**src/rtl/ram_arbiter.sv**
```systemverilog
// DRAM sequencer/arbiter: CPU, video and sound fetches plus periodic refresh.
// Ports: CLK/RES, RAMCS/ASActive/nWE (CPU), VidReq/SndReq (DMA),
//   nRAS/nCAS/RAMnWE/RowSel/AddrSrc (DRAM), CPUDone/VidAck/SndAck, RefOverflow.
module ram_arbiter #(
  parameter int REFRESH_DIV = 250,
  parameter int CAS_CYC     = 2,
  parameter int PRE_CYC     = 2,
  parameter int REF_RAS_CYC = 2
) (
  input  logic       CLK,
  input  logic       RES,
  input  logic       RAMCS,
  input  logic       ASActive,
  input  logic       nWE,
  input  logic       VidReq,
  input  logic       SndReq,
  output logic       nRAS,
  output logic       nCAS,
  output logic       RAMnWE,
  output logic       RowSel,
  output logic [1:0] AddrSrc,
  output logic       CPUDone,
  output logic       VidAck,
  output logic       SndAck,
  output logic       RefOverflow
);

  localparam int CW = 8;
  localparam int TW = $clog2(REFRESH_DIV + 1);
  localparam logic [CW-1:0] CAS_LAST = CW'(CAS_CYC - 1);
  localparam logic [CW-1:0] PRE_LAST = CW'(PRE_CYC - 1);
  localparam logic [CW-1:0] RRAS_LAST = CW'(REF_RAS_CYC - 1);
  localparam logic [TW-1:0] TMR_LAST = TW'(REFRESH_DIV - 1);

  typedef enum logic [2:0] {
    IDLE, RAS, COL, CAS, RCAS, RRAS, PRE
  } state_t;

  state_t        state_q, state_d;
  logic [CW-1:0] cnt_q, cnt_d;
  logic [TW-1:0] timer_q, timer_d;
  logic [1:0]    pend_q, pend_d;
  logic          ovf_q, ovf_d;
  logic          served_q, served_d;
  logic          nras_q, nras_d;
  logic          ncas_q, ncas_d;
  logic          we_q, we_d;
  logic          row_q, row_d;
  logic [1:0]    src_q, src_d;
  logic          done_q, done_d;
  logic          vack_q, vack_d;
  logic          sack_q, sack_d;
  logic          cpu_req, ref_grant, wrap, last_cas;

  always_comb begin
    state_d   = state_q;
    cnt_d     = cnt_q;
    src_d     = src_q;
    we_d      = we_q;
    ref_grant = 1'b0;
    cpu_req   = RAMCS & ASActive & ~served_q;
    unique case (state_q)
      IDLE: begin
        if (pend_q != 2'd0) begin
          ref_grant = 1'b1;
          state_d   = RCAS;
        end else if (SndReq) begin
          state_d = RAS;
          src_d   = 2'b10;
          we_d    = 1'b1;
        end else if (VidReq) begin
          state_d = RAS;
          src_d   = 2'b01;
          we_d    = 1'b1;
        end else if (cpu_req) begin
          state_d = RAS;
          src_d   = 2'b00;
          we_d    = nWE;
        end
      end
      RAS: state_d = COL;
      COL: begin
        state_d = CAS;
        cnt_d   = '0;
      end
      CAS: begin
        if (cnt_q == CAS_LAST) begin
          state_d = PRE;
          cnt_d   = '0;
        end else begin
          cnt_d = cnt_q + 1'b1;
        end
      end
      RCAS: begin
        state_d = RRAS;
        cnt_d   = '0;
      end
      RRAS: begin
        if (cnt_q == RRAS_LAST) begin
          state_d = PRE;
          cnt_d   = '0;
        end else begin
          cnt_d = cnt_q + 1'b1;
        end
      end
      PRE: begin
        if (cnt_q == PRE_LAST) begin
          state_d = IDLE;
          cnt_d   = '0;
        end else begin
          cnt_d = cnt_q + 1'b1;
        end
      end
      default: begin
        state_d = IDLE;
        cnt_d   = '0;
      end
    endcase

    if (state_d == PRE) we_d = 1'b1;

    // Outputs are decoded from the next state so they appear with it.
    nras_d = ~((state_d == RAS) | (state_d == COL) |
               (state_d == CAS) | (state_d == RRAS));
    ncas_d = ~((state_d == CAS) | (state_d == RCAS) |
               (state_d == RRAS));
    row_d  = ~((state_d == COL) | (state_d == CAS));

    last_cas = (state_d == CAS) && (cnt_d == CAS_LAST);
    done_d   = last_cas && (src_q == 2'b00);
    vack_d   = last_cas && (src_q == 2'b01);
    sack_d   = last_cas && (src_q == 2'b10);

    // Blocks re-granting the same CPU bus cycle until the strobe drops.
    if (!ASActive) served_d = 1'b0;
    else if (done_d) served_d = 1'b1;
    else served_d = served_q;

    wrap    = (timer_q == TMR_LAST);
    timer_d = wrap ? '0 : timer_q + 1'b1;
    pend_d  = pend_q;
    ovf_d   = ovf_q;
    if (wrap && pend_q == 2'd3) ovf_d = 1'b1;
    // A wrap and a grant in the same cycle cancel out.
    if (wrap && !ref_grant && pend_q != 2'd3) pend_d = pend_q + 1'b1;
    if (ref_grant && !wrap) pend_d = pend_q - 1'b1;
  end

  always_ff @(posedge CLK or posedge RES) begin
    if (RES) begin
      state_q  <= IDLE;
      cnt_q    <= '0;
      timer_q  <= '0;
      pend_q   <= '0;
      ovf_q    <= 1'b0;
      served_q <= 1'b0;
      nras_q   <= 1'b1;
      ncas_q   <= 1'b1;
      we_q     <= 1'b1;
      row_q    <= 1'b1;
      src_q    <= 2'b00;
      done_q   <= 1'b0;
      vack_q   <= 1'b0;
      sack_q   <= 1'b0;
    end else begin
      state_q  <= state_d;
      cnt_q    <= cnt_d;
      timer_q  <= timer_d;
      pend_q   <= pend_d;
      ovf_q    <= ovf_d;
      served_q <= served_d;
      nras_q   <= nras_d;
      ncas_q   <= ncas_d;
      we_q     <= we_d;
      row_q    <= row_d;
      src_q    <= src_d;
      done_q   <= done_d;
      vack_q   <= vack_d;
      sack_q   <= sack_d;
    end
  end

  assign nRAS        = nras_q;
  assign nCAS        = ncas_q;
  assign RAMnWE      = we_q;
  assign RowSel      = row_q;
  assign AddrSrc     = src_q;
  assign CPUDone     = done_q;
  assign VidAck      = vack_q;
  assign SndAck      = sack_q;
  assign RefOverflow = ovf_q;

endmodule

```
**config.mk**
```make
export PLATFORM = sky130hd
export DESIGN_NAME = ram_arbiter
export DESIGN_NICKNAME = d
export VERILOG_FILES = /design/src/rtl/ram_arbiter.sv
export SDC_FILE = /design/constraint.sdc
export NUM_CORES = 1
export LEC_CHECK = 0
export CORE_ASPECT_RATIO = 1.1
export CORE_MARGIN = 5
export CORE_UTILIZATION = 60
export CTS_BUF_LIST = sky130_fd_sc_hd__clkbuf_4
export CTS_CLUSTER_SIZE = 8
export DETAILED_ROUTE_END_ITERATION = 16
export PLACE_DENSITY = 0.87
export SKIP_CTS_REPAIR_TIMING = 1
export SLEW_MARGIN = 20
export SYNTH_ARGS = -nofsm -noshare
export SYNTH_HDL_FRONTEND = slang
export SYNTH_SLANG_ARGS = --single-unit
```
**constraint.sdc**
```tcl
create_clock -name CLK -period 3.25 [get_ports CLK]
set_input_delay 0.65 -clock CLK [delete_from_list [all_inputs] [get_ports CLK]]
set_output_delay 0.65 -clock CLK [all_outputs]
set_load 0.02 [all_outputs]
```
Word level (Yosys, flattened, before mapping):

Index checks and enable logic that the tools add are counted.

* equality and inequality tests: 21
* reduce and logical (&&, ||, !) cells: 22
* bitwise gates (word level): 13
* $add $sub $neg: 4
* multiplexer cells: 25

Operator list (count)
* $eq A3 B3 Y1 const B: 6
* $mux W3: 6
* $pmux W3 S6: 1
* $add A8 B1 Y8 const B: 2
* $eq A8 B1 Y1 const B: 2
* $mux W8: 2
* $pmux W8 S2: 1
* $eq A3 B2 Y1 const B: 4
* $mux W1: 10
* $mux W2: 5
* $eq A8 B8 Y1 const B: 1
* $logic_and A1 B1 Y1: 8
* $eq A3 B1 Y1 const B: 2
* $or A1 B1 Y1: 6
* $reduce_and A3 Y1: 2
* $reduce_bool A2 Y1: 3
* $not A1 Y1: 5
* $eq A2 B2 Y1 const B: 2
* $ne A2 B1 Y1 const B: 2
* $reduce_bool A4 Y1: 1
* $reduce_or A2 Y1: 2
* $logic_not A3 Y1: 1
* $reduce_bool A3 Y1: 1
* $reduce_or A3 Y1: 1
* 7 further kinds: 9

* flip-flop bits (word level): 32
* output and inout port bits: 10
* bits of input ports: 7
* logic and storage cells: 99

Depth between registers and ports, before layout:

* depth in word-level cells: 12
* gate-level depth with buffers: 9
* gate-level depth less buffers: 8

Least setup slack after synthesis:

No wires, ideal clock.

* path type: reg2reg
* start: reg cnt_q[0]
* end: reg sack_q, in the netlist SndAck
* setup time: 80 ps
* stages on the path, launching flop included: 8
* arrival time: 2090 ps
* clock period less this slack: 2170 ps
* slack: 1080 ps
* required time: 3170 ps
* path buffers: 0
* cells stage by stage: dfrtp_1 -> ha_1 -> and3_2 -> xnor2_1 -> nand3b_1 -> a311o_1 -> or4_4 -> nor3b_2

* word-level cells in the longest chain between the ends: 6
* elaborated cells on any way between the ends: 11
* those cells by class: add/sub: 1; eq/ne: 3; mux: 5; reduce/logical: 2

Ends and longest elaborated chain
* from (decl): line 40 `logic [CW-1:0] cnt_q, cnt_d;`
* from (signal assigned): line 167 `cnt_q <= cnt_d;`
* $add A8 B1 Y8 / $eq A8 B1 Y1 (equally long branches)
* $mux W8, or another cell as far along: line 87, 99, 107
* $pmux W8 S2 / $pmux W3 S6 (equally long branches): line 62 `unique case (state_q)`
* $eq A8 B1 Y1 / $eq A3 B2 Y1 (equally long branches): line 129 `last_cas = (state_d == CAS) && (cnt_d == CAS_LAST);`
* $logic_and A1 B1 Y1 *: line 129
* $logic_and A1 B1 Y1 *: line 132 `sack_d = last_cas && (src_q == 2'b10);`
* named net sack_d: line 52 `logic sack_q, sack_d;`
* to (signal assigned): line 179 `sack_q <= sack_d;`
* to (decl): line 52

The timed path passes the listed nets; every way through them passes the cells marked *.
A chain may end at the register's enable or synchronous reset.

Worst setup path after layout:

Ends and elaborated chain as after synthesis.

==> flow_metrics.py <==
metrics = {
    "die": {
        "num_rows": 20,
        "die_h_um": 67.5,
        "initial_utilization_pct": 63.8,
        "core_um2": 2830,
        "dieArea_um2": 4200,
        "io_pins": 17,
        "die_w_um": 62.3,
    },
    "global_route": {
        "grt_max_degree": 33,
        "overflow": 0,
        "grt_use_total_pct": 19.9,
        "grt_pass1_vias": 1425,
        "grt_first_pass_wirelength_um": 6600,
        "antenna_found_initial": 0,
    },
    "worst_setup_path": {
        "path_class": "register to register",
        "cp.arrival_ns": 2.76,
        "startpoint_type": "register",
        "crit_fanout": 8,
        "end_kind": "register",
        "rrSetupSlack_ns": 0.75,
        "cp.required_ns": 3.51,
    },
    "route": {
        "firstDrtPassIters": 4,
        "drc": 0,
        "wl_met1_um": 1560,
        "wl_met3_um": 182,
        "via_per_inst": 6.10,
        "top_layer_used": "met4",
        "wl_per_cell_um": 15.7,
        "drtIter0Drc": 136,
        "ant_nets": 0,
        "wl_um": 3630,
        "route.met2.wl_um": 1840,
        "vias": 1408,
    },
    "clock_tree": {
        "tritoncts": "done",
        "clkTransAtPathRegs_ns": 0.10,
        "clkLatencyLatePin_ns": 0.34,
        "clock_path_buffers": 2,
        "cts_sinks": 32,
        "numCtsBuffers": 5,
        "htree_levels": 2,
        "clockRootBuffer": "clkbuf_4",
    },
    "timing": {
        "finalHoldViolCount": 0,
        "slew_headroom_pct": 59.8,
        "setup_viol": 0,
        "slew_viol_final": 0,
        "final.setup.tns_ns": 0,
        "finClkSkew_ns": 0.00482,
        "rsz0062_at_grt": "false",
        "min_period_ns": 2.50,
        "final.period_utilization_pct": 77.1,
        "tightest_slew_ns": 0.600,
        "fmax_mhz": 399,
    },
    "synth": {
        "synth-compound-area-share_pct": 19.3,
        "synth-xor-area-share_pct": 3.33,
        "ys_types": 58,
        "avgSynthCellArea_um2": 10.0,
        "synth_edf_count": 0,
        "synth_fa_ha_area_share_pct": 2.78,
        "ys.flop_type": "dfrtp_1",
        "synth_top_family_by_area": "simple AND/OR/NAND/NOR gates",
        "syn_inst": 180,
        "synth_mux_area_share_pct": 1.18,
        "yosys_warnings": 0,
        "syn_area_um2": 1800,
        "syn_nets": 191,
        "async_reset_ff_share_pct": 100,
        "ys_seq_area_share_pct": 44.7,
        "synthSimpleGateAreaFrac_pct": 23.3,
        "ys_ff_latch": 32,
    },
    "placement": {
        "place_congestion": 0.880,
        "io_buffers": 16,
        "dpl_cell_area_um2": 1950,
        "dpl.hpwl_um": 2700,
    },
    "pwr": {
        "cellPowerDensity_nw_per_um2": 789,
        "vdd_drop_max_mv": 0.635,
        "p_leak_nw": 0.830,
        "p_total_mw": 1.60,
    },
    "finish": {
        "stdcell_area_um2": 2030,
        "multi_input_area_um2": 900,
        "mostFrequentLayoutCells": "dfrtp_1 (28), o21ai_0 (20), nor2_1 (16), clkdlybuf4s50_1 (16), nand2_1 (13)",
        "nets": 208,
        "num_antenna_cells": 0,
        "seq_area_um2": 806,
        "fin_util_pct": 71.7,
        "final_layout_size_suffix_gt1_share_pct": 15.7,
        "area_growth_pct": 12.5,
        "layout_commonest_cell": "dfrtp_1",
        "fill_cells": 204,
    },
    "outcome": {
        "status": "completed",
    },
    "job": {
        "max_cap_viol_count": 0,
    },
    "worst_hold_path": {
        "hold_path.class": "register to register",
    },
}
## worst max-delay path, stage by stage, from the launching register on
cell,delay [ns]
dfrtp_1,0.51
ha_1,0.20
nor4b_4,0.26
and2_1,0.37
o311a_2,0.22
o211ai_2,0.11
or4_4,0.56
nor3b_2,0.19
## cell families (layout without fill, tap and decap cells)
group                      count (synthesis)  in the layout
AOI/OAI and AO/OA                         49             49
xor gates and xnor gates                   6              6
adders and majority gates                  4              4
DFF                                       32             32
and+or+nand+nor                           71             71
muxes                                      2              2
buffers and inverters                     16             34
## area by class of cell
cell class	instances	share of cell area (%)
Sequential cell	32	39.7
Multi-Input combinational cell	132	44.4
Timing Repair Buffer	17	8.27
Inverter	9	1.67
Clock buffer	6	2.22
Clock inverter	2	1.73
Tap cell	33	2.04
## metrics by stage
stage / std cells / worst slack (ns) / hold WS [ns]
finish: 231 / 0.745 / 0.492
CTS: 231 / 0.762 / 0.495
floorplan: 180 / 1.08 / 0.443
global placement: 223 / 0.647 / 0.455
global route: 231 / 0.539 / 0.522
detailed placement: 223 / 0.577 / 0.473
## state kept, by name (all words and copies together) (netlist names), 2 cells and up
signal / flops
timer_q: 8
cnt_q: 8
AddrSrc: 2
pend_q: 2
state_q: 3
## per-layer routing
metal | global-route usage [%] | up-vias
li1 | - | 686
met1 | 23.5 | 679
met2 | 36.0 | 37
met3 | 4.99 | 6
met4 | 6.37 | 0
met5 | 0 | -
## power breakdown
part	internal (mW)	leakage, nW	switching [mW]
clock	0.169	0.0456	0.137
combinational	0.305	0.382	0.373
sequential	0.492	0.403	0.124
## synth_stat cells (2+ instances only)
| library cell | count | area, um^2 |
|---|---|---|
| a31oi_1 | 4 | 25.0 |
| and2_1 | 2 | 12.5 |
| dfrtp_1 | 28 | 701 |
| or3_1 | 2 | 12.5 |
| dfstp_2 | 4 | 105 |
| buf_6 | 3 | 33.8 |
| nor2b_1 | 3 | 18.8 |
| inv_1 | 9 | 33.8 |
| xor2_1 | 3 | 26.3 |
| a21bo_2 | 2 | 20.0 |
| o21a_1 | 2 | 15.0 |
| and4_1 | 2 | 17.5 |
| xnor2_1 | 2 | 17.5 |
| o31ai_1 | 3 | 22.5 |
| nand3_1 | 11 | 55.1 |
| nand3b_1 | 2 | 15.0 |
| ha_1 | 4 | 50.1 |
| a21oi_1 | 4 | 20.0 |
| nand2_1 | 13 | 48.8 |
| nor2_1 | 16 | 60.1 |
| o21ai_0 | 20 | 100 |
| nor3_1 | 5 | 25.0 |
## final timing paths
path | cells past startpoint | end | from
max reg2reg | 7 | SndAck | cnt_q[0]
min | 1 | RefOverflow | RefOverflow
max | 7 | SndAck | cnt_q[0]
min in group asynchronous | 3 | timer_q[2] | RES
max in group asynchronous | 3 | RAMnWE | RES
min reg2reg | 1 | RefOverflow | RefOverflow
(Power assumes the default switching activity.)
